<file path="config.mk">
export PLATFORM = sky130hd
export DESIGN_NAME = fetch_stage
export DESIGN_NICKNAME = d
export VERILOG_FILES = /design/src/rtl/fetch_stage.sv
export SDC_FILE = /design/constraint.sdc
export NUM_CORES = 1
export LEC_CHECK = 0
export ABC_AREA = 1
export CORE_AREA = 2 2 191 212
export DETAILED_ROUTE_END_ITERATION = 8
export DIE_AREA = 0 0 193 214
export HOLD_SLACK_MARGIN = 0.02
export PLACE_DENSITY = 0.64
export SETUP_SLACK_MARGIN = 0.15
export SLEW_MARGIN = 0
export SYNTH_ARGS = -nofsm -noshare
export SYNTH_HDL_FRONTEND = slang
export SYNTH_SLANG_ARGS = --single-unit
</file>
<file path="constraint.sdc">
create_clock -name clk -period 4.8 [get_ports clk]
set_clock_uncertainty 0.15 [all_clocks]
set_input_delay 0.96 -clock clk [delete_from_list [all_inputs] [get_ports clk]]
set_output_delay 0.96 -clock clk [all_outputs]
set_load 0.005 [all_outputs]
</file>
<file path="src/rtl/fetch_stage.sv">
// IF stage: owns the PC and the IF/ID register, and fetches from a req/ready instruction memory.
// A one-entry skid buffer holds a fetch that returns while ID is stalled.
module fetch_stage #(
  parameter logic [31:0] PC_RESET  = 32'h0000_3000,
  parameter logic [31:0] NOP_INSTR = 32'h0000_0000
) (
  input  logic        clk,
  input  logic        rst,
  input  logic        PCWr,
  input  logic        IFIDWrite,
  input  logic        redirect,
  input  logic [31:0] redirect_pc,
  output logic        imem_req,
  output logic [31:0] imem_addr,
  input  logic        imem_ready,
  input  logic [31:0] imem_rdata,
  output logic [31:0] PC,
  output logic [31:0] IF_ID_PC,
  output logic [31:0] IF_ID_PC4,
  output logic [31:0] IF_ID_Instr,
  output logic        IF_ID_Valid
);

  localparam int unsigned XLEN = 32;

  typedef enum logic [1:0] {
    S_REQ  = 2'd0,
    S_HELD = 2'd1,
    S_DROP = 2'd2
  } state_t;

  state_t            state_q;
  logic [XLEN-1:0]   pc_q;
  logic [XLEN-1:0]   fetch_addr_q;
  logic [XLEN-1:0]   hold_instr_q;
  logic [XLEN-1:0]   hold_pc_q;
  logic [XLEN-1:0]   ifid_pc_q;
  logic [XLEN-1:0]   ifid_pc4_q;
  logic [XLEN-1:0]   ifid_instr_q;
  logic              ifid_valid_q;

  logic              advance;
  logic [XLEN-1:0]   tgt_pc;
  logic              deliver;
  logic [XLEN-1:0]   deliver_pc;
  logic [XLEN-1:0]   deliver_instr;
  logic [XLEN-1:0]   drop_pc;

  assign advance = PCWr & IFIDWrite;
  assign tgt_pc  = redirect_pc & ~XLEN'(3);

  // Instruction offered to IF/ID this cycle: from memory in S_REQ, from the skid buffer in S_HELD.
  always_comb begin
    deliver       = 1'b0;
    deliver_pc    = fetch_addr_q;
    deliver_instr = imem_rdata;
    drop_pc       = (redirect && advance) ? tgt_pc : pc_q;
    if (state_q == S_REQ && imem_ready) begin
      deliver = 1'b1;
    end else if (state_q == S_HELD) begin
      deliver       = 1'b1;
      deliver_pc    = hold_pc_q;
      deliver_instr = hold_instr_q;
    end
  end

  always_ff @(posedge clk) begin
    if (rst) begin
      state_q      <= S_REQ;
      pc_q         <= PC_RESET;
      fetch_addr_q <= PC_RESET;
      hold_instr_q <= NOP_INSTR;
      hold_pc_q    <= '0;
      ifid_pc_q    <= '0;
      ifid_pc4_q   <= XLEN'(4);
      ifid_instr_q <= NOP_INSTR;
      ifid_valid_q <= 1'b0;
    end else begin
      // IF/ID: redirect flushes the wrong-path slot, otherwise load or bubble.
      if (IFIDWrite) begin
        if (redirect) begin
          ifid_instr_q <= NOP_INSTR;
          ifid_valid_q <= 1'b0;
        end else if (deliver) begin
          ifid_pc_q    <= deliver_pc;
          ifid_pc4_q   <= deliver_pc + XLEN'(4);
          ifid_instr_q <= deliver_instr;
          ifid_valid_q <= 1'b1;
        end else begin
          ifid_instr_q <= NOP_INSTR;
          ifid_valid_q <= 1'b0;
        end
      end

      case (state_q)
        S_REQ: begin
          if (imem_ready) begin
            if (advance) begin
              if (redirect) begin
                pc_q         <= tgt_pc;
                fetch_addr_q <= tgt_pc;
              end else begin
                pc_q         <= fetch_addr_q + XLEN'(4);
                fetch_addr_q <= fetch_addr_q + XLEN'(4);
              end
            end else begin
              hold_instr_q <= imem_rdata;
              hold_pc_q    <= fetch_addr_q;
              state_q      <= S_HELD;
            end
          end else if (redirect && advance) begin
            pc_q    <= tgt_pc;
            state_q <= S_DROP;
          end
        end
        S_HELD: begin
          if (advance) begin
            if (redirect) begin
              pc_q         <= tgt_pc;
              fetch_addr_q <= tgt_pc;
            end else begin
              pc_q         <= hold_pc_q + XLEN'(4);
              fetch_addr_q <= hold_pc_q + XLEN'(4);
            end
            state_q <= S_REQ;
          end
        end
        S_DROP: begin
          // Old request must complete before the redirected fetch can be issued.
          pc_q <= drop_pc;
          if (imem_ready) begin
            fetch_addr_q <= drop_pc;
            state_q      <= S_REQ;
          end
        end
        default: state_q <= S_REQ;
      endcase
    end
  end

  assign imem_req    = (state_q != S_HELD) && !rst;
  assign imem_addr   = fetch_addr_q;
  assign PC          = pc_q;
  assign IF_ID_PC    = ifid_pc_q;
  assign IF_ID_PC4   = ifid_pc4_q;
  assign IF_ID_Instr = ifid_instr_q;
  assign IF_ID_Valid = ifid_valid_q;

endmodule

</file>
==> impl_metrics.yaml, run 1 <==
synthesis:
  ys.flop_type: "dfxtp_1"
  syn_area_um2: 13600
  synth-async-reset-ratio: 0
  yosysTopAreaCell: "dfxtp_1"
  synth_edf_count: 0
  ys_warn_count: 0
  avgSynthCellArea_um2: 6.19
  synthCells: 2194
  synth_fp_nets: 2272
  synth_cell_types: 49
  synthTopCellsByArea: "dfxtp_1 (33%), nand2_1 (17%), o21ai_0 (9.0%)"
  synth_top_area_share: 0.332
  ys_seq_area_frac: 0.332
  ys_seq_elements: 225
die:
  start_util: 0.348
  design.portCount: 232
  dieArea_um2: 41300
  die_h_um: 214
  die_x_um: 193
  core-area_um2: 39000
  rows: 76
placement:
  portBuffers: 229
  hpwl_mm: 35.8
  place_area_um2: 16100
  gp_congestion: 0.908
grt:
  grt_max_degree: 133
  grt_first_pass_wirelength_mm: 79.1
  grt.total_usage: 0.241
  grt-ovfl-total: 0
  grt_antenna_before_repair: 0
  grt_pass1_vias: 14020
critical_path:
  cp_slowest_cell: "ha_1"
  cp_cell_sequence: "inv_1 -> ha_1 -> buf_4 -> nor2_1 -> clkdlybuf4s50_1"
  r2r_end: "IF_ID_PC4[26]"
  worstSetupStartpointType: "register"
  rrSetupSlack_ns: 1.68
  cp.arrival_ns: 2.48
  setup.worst_path.start: "state_q[1]"
  crit_family: "buffers and inverters"
  reg2reg_depth: 15
  cp_max_fo: 19
  r2r-start: "state_q[0]"
  crit_type: "register to output port"
  required_ns: 3.69
  cp_slowest_stage_delay_ns: 0.53
  crit_buf_inv: 3
  end_kind: "output port"
run_status:
  status: "finished, final reports clean"
layout:
  finish.instance_area_um2: 17000
  finalNetCount: 2425
  nFillCells: 4087
  multi_input_area_um2: 7800
  ff_latch_area_um2: 4500
  syn_to_final_growth_pct: 25.4
  num_antenna_cells: 0
  drive_gt1_frac: 0.0744
timing:
  hold_ws_ns: 0.302
  setup_viol: 0
  hold_violations: 0
  period_minus_slack_ns: 3.59
  rsz0062_at_grt: "no"
  tns_ns: 0
  final.period_utilization: 0.749
  worst_slew_pin_slew_ns: 1.02
  slew_headroom: 0.319
  fmax_ghz: 0.278
  slew_viol_final: 0
min_path:
  min_to: "hold_instr_q[27]"
  hold_path.startpoint: "hold_instr_q[27]"
  hold_depth: 2
  min_path_type: "register to register"
clock_tree:
  clk_pin_slew_ns: 0.06
  ctsHoldBuffers: 0
  htree_levels: 1
  post-cts-setup-buffer-count: 0
  clk_latency_ns: 0.56
  cts_buffers: 26
  cts-resized-gates: 0
  clock_path_buffers: 3
  tritoncts: "yes"
  cts_sinks: 225
  cts_root_buf: "clkbuf_16"
pwr:
  p_total_w: 0.00676
  peakVddDrop_v: 0.000263
  p_leak_nw: 6.94
  powerDensity_nw_per_um2: 397
drt:
  antenna_left: 0
  wl_per_cell_um: 17.9
  drt-vias-per-instance: 5.30
  dr_total_vias: 15217
  dr.pass1.iters: 6
  drcViolationCount: 0
  wirelength_mm: 51.4
  drt_iter0_markers: 1320
run:
  drv_cap: 0
worst min-delay path, delay by kind of cell (launching register included):
kind	cells	cell delay (ns)
flops	1	0.29
buf+inv	1	0.06
compound gates	1	0.05
per-layer routing:
layer  GRT usage  up-vias  wire length (um)
li1            -     7426                 -
met1       0.328     7004             22100
met2       0.389      694             23400
met3      0.0336       93              4510
met4      0.0783        0              1430
met5           0        -                 0
cells in the mapped netlist (2+ instances only):
cell type    n
inv_2        9
a221oi_1     2
nand3_2      2
a21oi_1    204
buf_2       24
nand2_2     35
nor2_2       8
o21ai_1      2
buf_4        3
nor3_1       2
o22ai_1      2
a31oi_1     23
a21oi_2      2
xor2_1       7
nor2_4       7
o21ai_2      2
and2_1      11
inv_1      174
or2_2       17
o211ai_1    13
clkbuf_1    87
buf_6        6
xnor2_1      4
clkinv_1     3
dfxtp_1    225
ha_1         8
nand4_1      9
nand3b_1     7
nand2_4     13
o21ai_0    245
nor2_1     239
mux2i_1      8
nand3_1    165
nand2_1    601
buf_1        9
or2_0        3
cells by family after synthesis:
family	count (synthesis)	synth area share
xor gates and xnor gates	11	0.00709
buffers and inverters	317	0.0960
DFF	225	0.332
and+or+nand+nor	1125	0.360
adders and majority gates	8	0.00737
muxes	8	0.00590
AOI/OAI and AO/OA	500	0.192
state kept, by name (all words and copies together), names as in the netlist:
register / flops
IF_ID_PC4: 30
state_q: 2
IF_ID_Valid: 1
PC: 32
hold_pc_q: 32
IF_ID_PC: 32
imem_addr: 32
hold_instr_q: 32
IF_ID_Instr: 32
worst max path at each step:
stage / end / cells after the start
detailed placement: IF_ID_PC4[30] / 13
CTS: imem_req / 5
finish: imem_req / 5
global route: imem_req / 5
floorplan: IF_ID_PC4[20] / 17
global placement: IF_ID_PC4[30] / 13
final cells by class:
| cell class | count | share of cell area |
|---|---|---|
| clock buffer | 36 | 0.0446 |
| clock inverter | 10 | 0.00757 |
| inverter | 186 | 0.0411 |
| multi-input combinational | 1652 | 0.458 |
| sequential | 225 | 0.265 |
| tap | 507 | 0.0373 |
| timing repair buffer | 256 | 0.147 |
through the flow:
stage	worst slack, ns	std cells	util
detailed placement	0.886	2826	0.414
finish	1.21	2872	0.437
floorplan	2.04	2194	-
CTS	1.21	2872	0.437
global route	1.09	2872	0.437
global placement	0.905	2826	0.414
report_power, final:
group	total (W)	switching, W	internal [W]
logic	0.00218	0.00135	0.000832
clock network	0.00210	0.000838	0.00126
registers	0.00248	0.000347	0.00213
total	0.00676	0.00254	0.00422
layout by cell type (no fill, tap or decap), drive strengths merged, types with 2 or more instances in the layout:
cell / synthesis / layout
nand3: 168 / 168
xnor2: 4 / 4
o21ai: 250 / 250
o22ai: 2 / 2
nand4: 9 / 9
ha: 8 / 8
inv: 183 / 182
nand3b: 7 / 7
a221oi: 2 / 2
dfxtp: 225 / 225
clkbuf: 87 / 36
o211ai: 13 / 13
mux2i: 8 / 8
a31oi: 23 / 23
clkinv: 3 / 11
and2: 12 / 12
buf: 44 / 28
xor2: 7 / 7
nor3: 2 / 2
nand2: 650 / 650
a21oi: 206 / 206
or2: 21 / 21
bufinv: 0 / 3
nor2: 255 / 255
clkdlybuf4s50: 0 / 228
Note: power is estimated with default switching activity, not from simulation.
==> inputs of run 2 (changes only) <==
- clock period: 4.8 -> 3.8 ns (I/O delays scaled with it)
==> impl_metrics.yaml, run 2 (synthesis results as in run 1) <==
pwr:
  p_total_w: 0.00872
  p_leak_nw: 7.04
  powerDensity_nw_per_um2: 505
  peakVddDrop_v: 0.000382
critical_path:
  cp_common_cell: "inv_1"
  cp.arrival_ns: 3.49
  cp_max_fo: 20
  cp_slowest_cell: "ha_1"
  cp_slowest_stage_delay_ns: 0.59
  required_ns: 4.12
  crit_buf_inv: 4
  worstSetupStartpointType: "register"
  crit_type: "register to register"
  end_kind: "register"
  crit_family: "adder cells"
  cp_cell_sequence: "ha_1 -> nand2_4 -> o21ai_2 -> inv_1 -> ha_1 -> inv_1 -> nor2_1 -> nand2_1 -> inv_1 -> nand4_1 -> nand3_1 -> nand2_1 -> inv_1"
layout:
  nFillCells: 4073
  drive_gt1_frac: 0.0814
  num_antenna_cells: 0
  layout_commonest_cell: "nand2_1"
  finalNetCount: 2439
  final_cell_mix: "nand2_1 (601), o21ai_0 (245), nor2_1 (236)"
  syn_to_final_growth_pct: 27.1
min_path:
  min_path_type: "register to register"
timing:
  worst_slew_pin_slew_ns: 1.24
  tns_ns: 0
  slew_headroom: 0.172
  setup_viol: 0
  hold_ws_ns: 0.298
  slew_viol_final: 0
  hold_violations: 0
  fmax_ghz: 0.315
  rsz0062_at_grt: "no"
  final.period_utilization: 0.836
  period_minus_slack_ns: 3.18
grt:
  grt_first_pass_wirelength_mm: 79.5
  grt_max_degree: 84
  grt-ovfl-total: 0
  grt_pass1_vias: 14147
  grt_antenna_before_repair: 1
  grt.total_usage: 0.243
die:
  die_x_um: 193
  dieArea_um2: 41300
  design.portCount: 232
  rows: 76
  start_util: 0.348
  core-area_um2: 39000
  die_h_um: 214
clock_tree:
  clk_latency_ns: 0.58
  cts_root_buf: "clkbuf_16"
  cts_sinks: 225
  ctsHoldBuffers: 0
  tritoncts: "yes"
  cts_buffers: 28
  cts-resized-gates: 0
  clk_pin_slew_ns: 0.07
  clock_path_buffers: 3
  htree_levels: 1
  post-cts-setup-buffer-count: 0
drt:
  dr.pass1.iters: 7
  antenna_left: 0
  drt_iter0_markers: 1405
  dr_total_vias: 15064
  drt-vias-per-instance: 5.21
  wirelength_mm: 51.0
  drcViolationCount: 0
  wl_per_cell_um: 17.7
run_status:
  status: "finished, final reports clean"
placement:
  portBuffers: 229
  hpwl_mm: 36.6
  gp_congestion: 0.922
run:
  drv_cap: 0
==> run 2: cell types whose count changed in the layout (fill, tap and decap cells not counted) <==
cell,previous run,this run
clkinv_4,1,0
clkinvlp_4,0,3
clkbuf_16,27,28
clkinv_2,7,8
bufinv_16,3,4
clkinv_8,0,1
inv_6,0,2
buf_4,26,33
buf_12,1,6
clkbuf_8,5,3
clkbuf_1,4,3
==> run 2: through the flow <==
stage / setup WS (ns) / util / cells / cell area (um^2)
after floorplan: 1.24 / - / 2194 / 13600
after global placement: 0.253 / 0.418 / 2838 / 16300
after detailed placement: 0.203 / 0.418 / 2838 / 16300
after CTS: 0.643 / 0.443 / 2889 / 17300
after global routing: 0.339 / 0.443 / 2889 / 17300
final: 0.623 / 0.443 / 2889 / 17300
==> run 2: final cells by class <==
cell class	instances	area, um^2	area share
repair buffers	268	2660	0.154
clock buffers	34	753	0.0436
flip-flops and latches	225	4500	0.261
well taps	507	634	0.0368
inverters	186	699	0.0405
multi-input cells	1652	7800	0.452
clock inverters	17	211	0.0123
==> run 2: path summary, 6_finish.rpt <==
check,depth (start not counted),from,to,slack (ns)
setup / recovery,13,state_q[0],IF_ID_PC4[26],0.62
setup reg to reg,13,state_q[0],IF_ID_PC4[26],0.62
hold / removal,2,hold_instr_q[27],hold_instr_q[27],0.30
hold reg to reg,2,hold_instr_q[27],hold_instr_q[27],0.30
==> run 2: metal layers <==
layer / global-route usage / up-vias / share of wire
met3: 0.0320 / 89 / 0.079
met1: 0.333 / 6880 / 0.44
met4: 0.0778 / 2 / 0.028
li1: - / 7465 / -
met2: 0.392 / 628 / 0.45
met5: 0 / - / 0.00018
==> run 2: where the power goes <==
group	internal [W]	switching, W
combinational	0.00109	0.00169
sequential	0.00269	0.000435
clock	0.00169	0.00113
==> run 2: worst register-to-register path: stages, from the launching register on <==
cell	delay, ns
dfxtp_1	0.44
ha_1	0.59
nand2_4	0.31
o21ai_2	0.44
inv_1	0.12
ha_1	0.26
inv_1	0.09
nor2_1	0.06
nand2_1	0.15
inv_1	0.10
nand4_1	0.09
nand3_1	0.13
nand2_1	0.10
inv_1	0.04
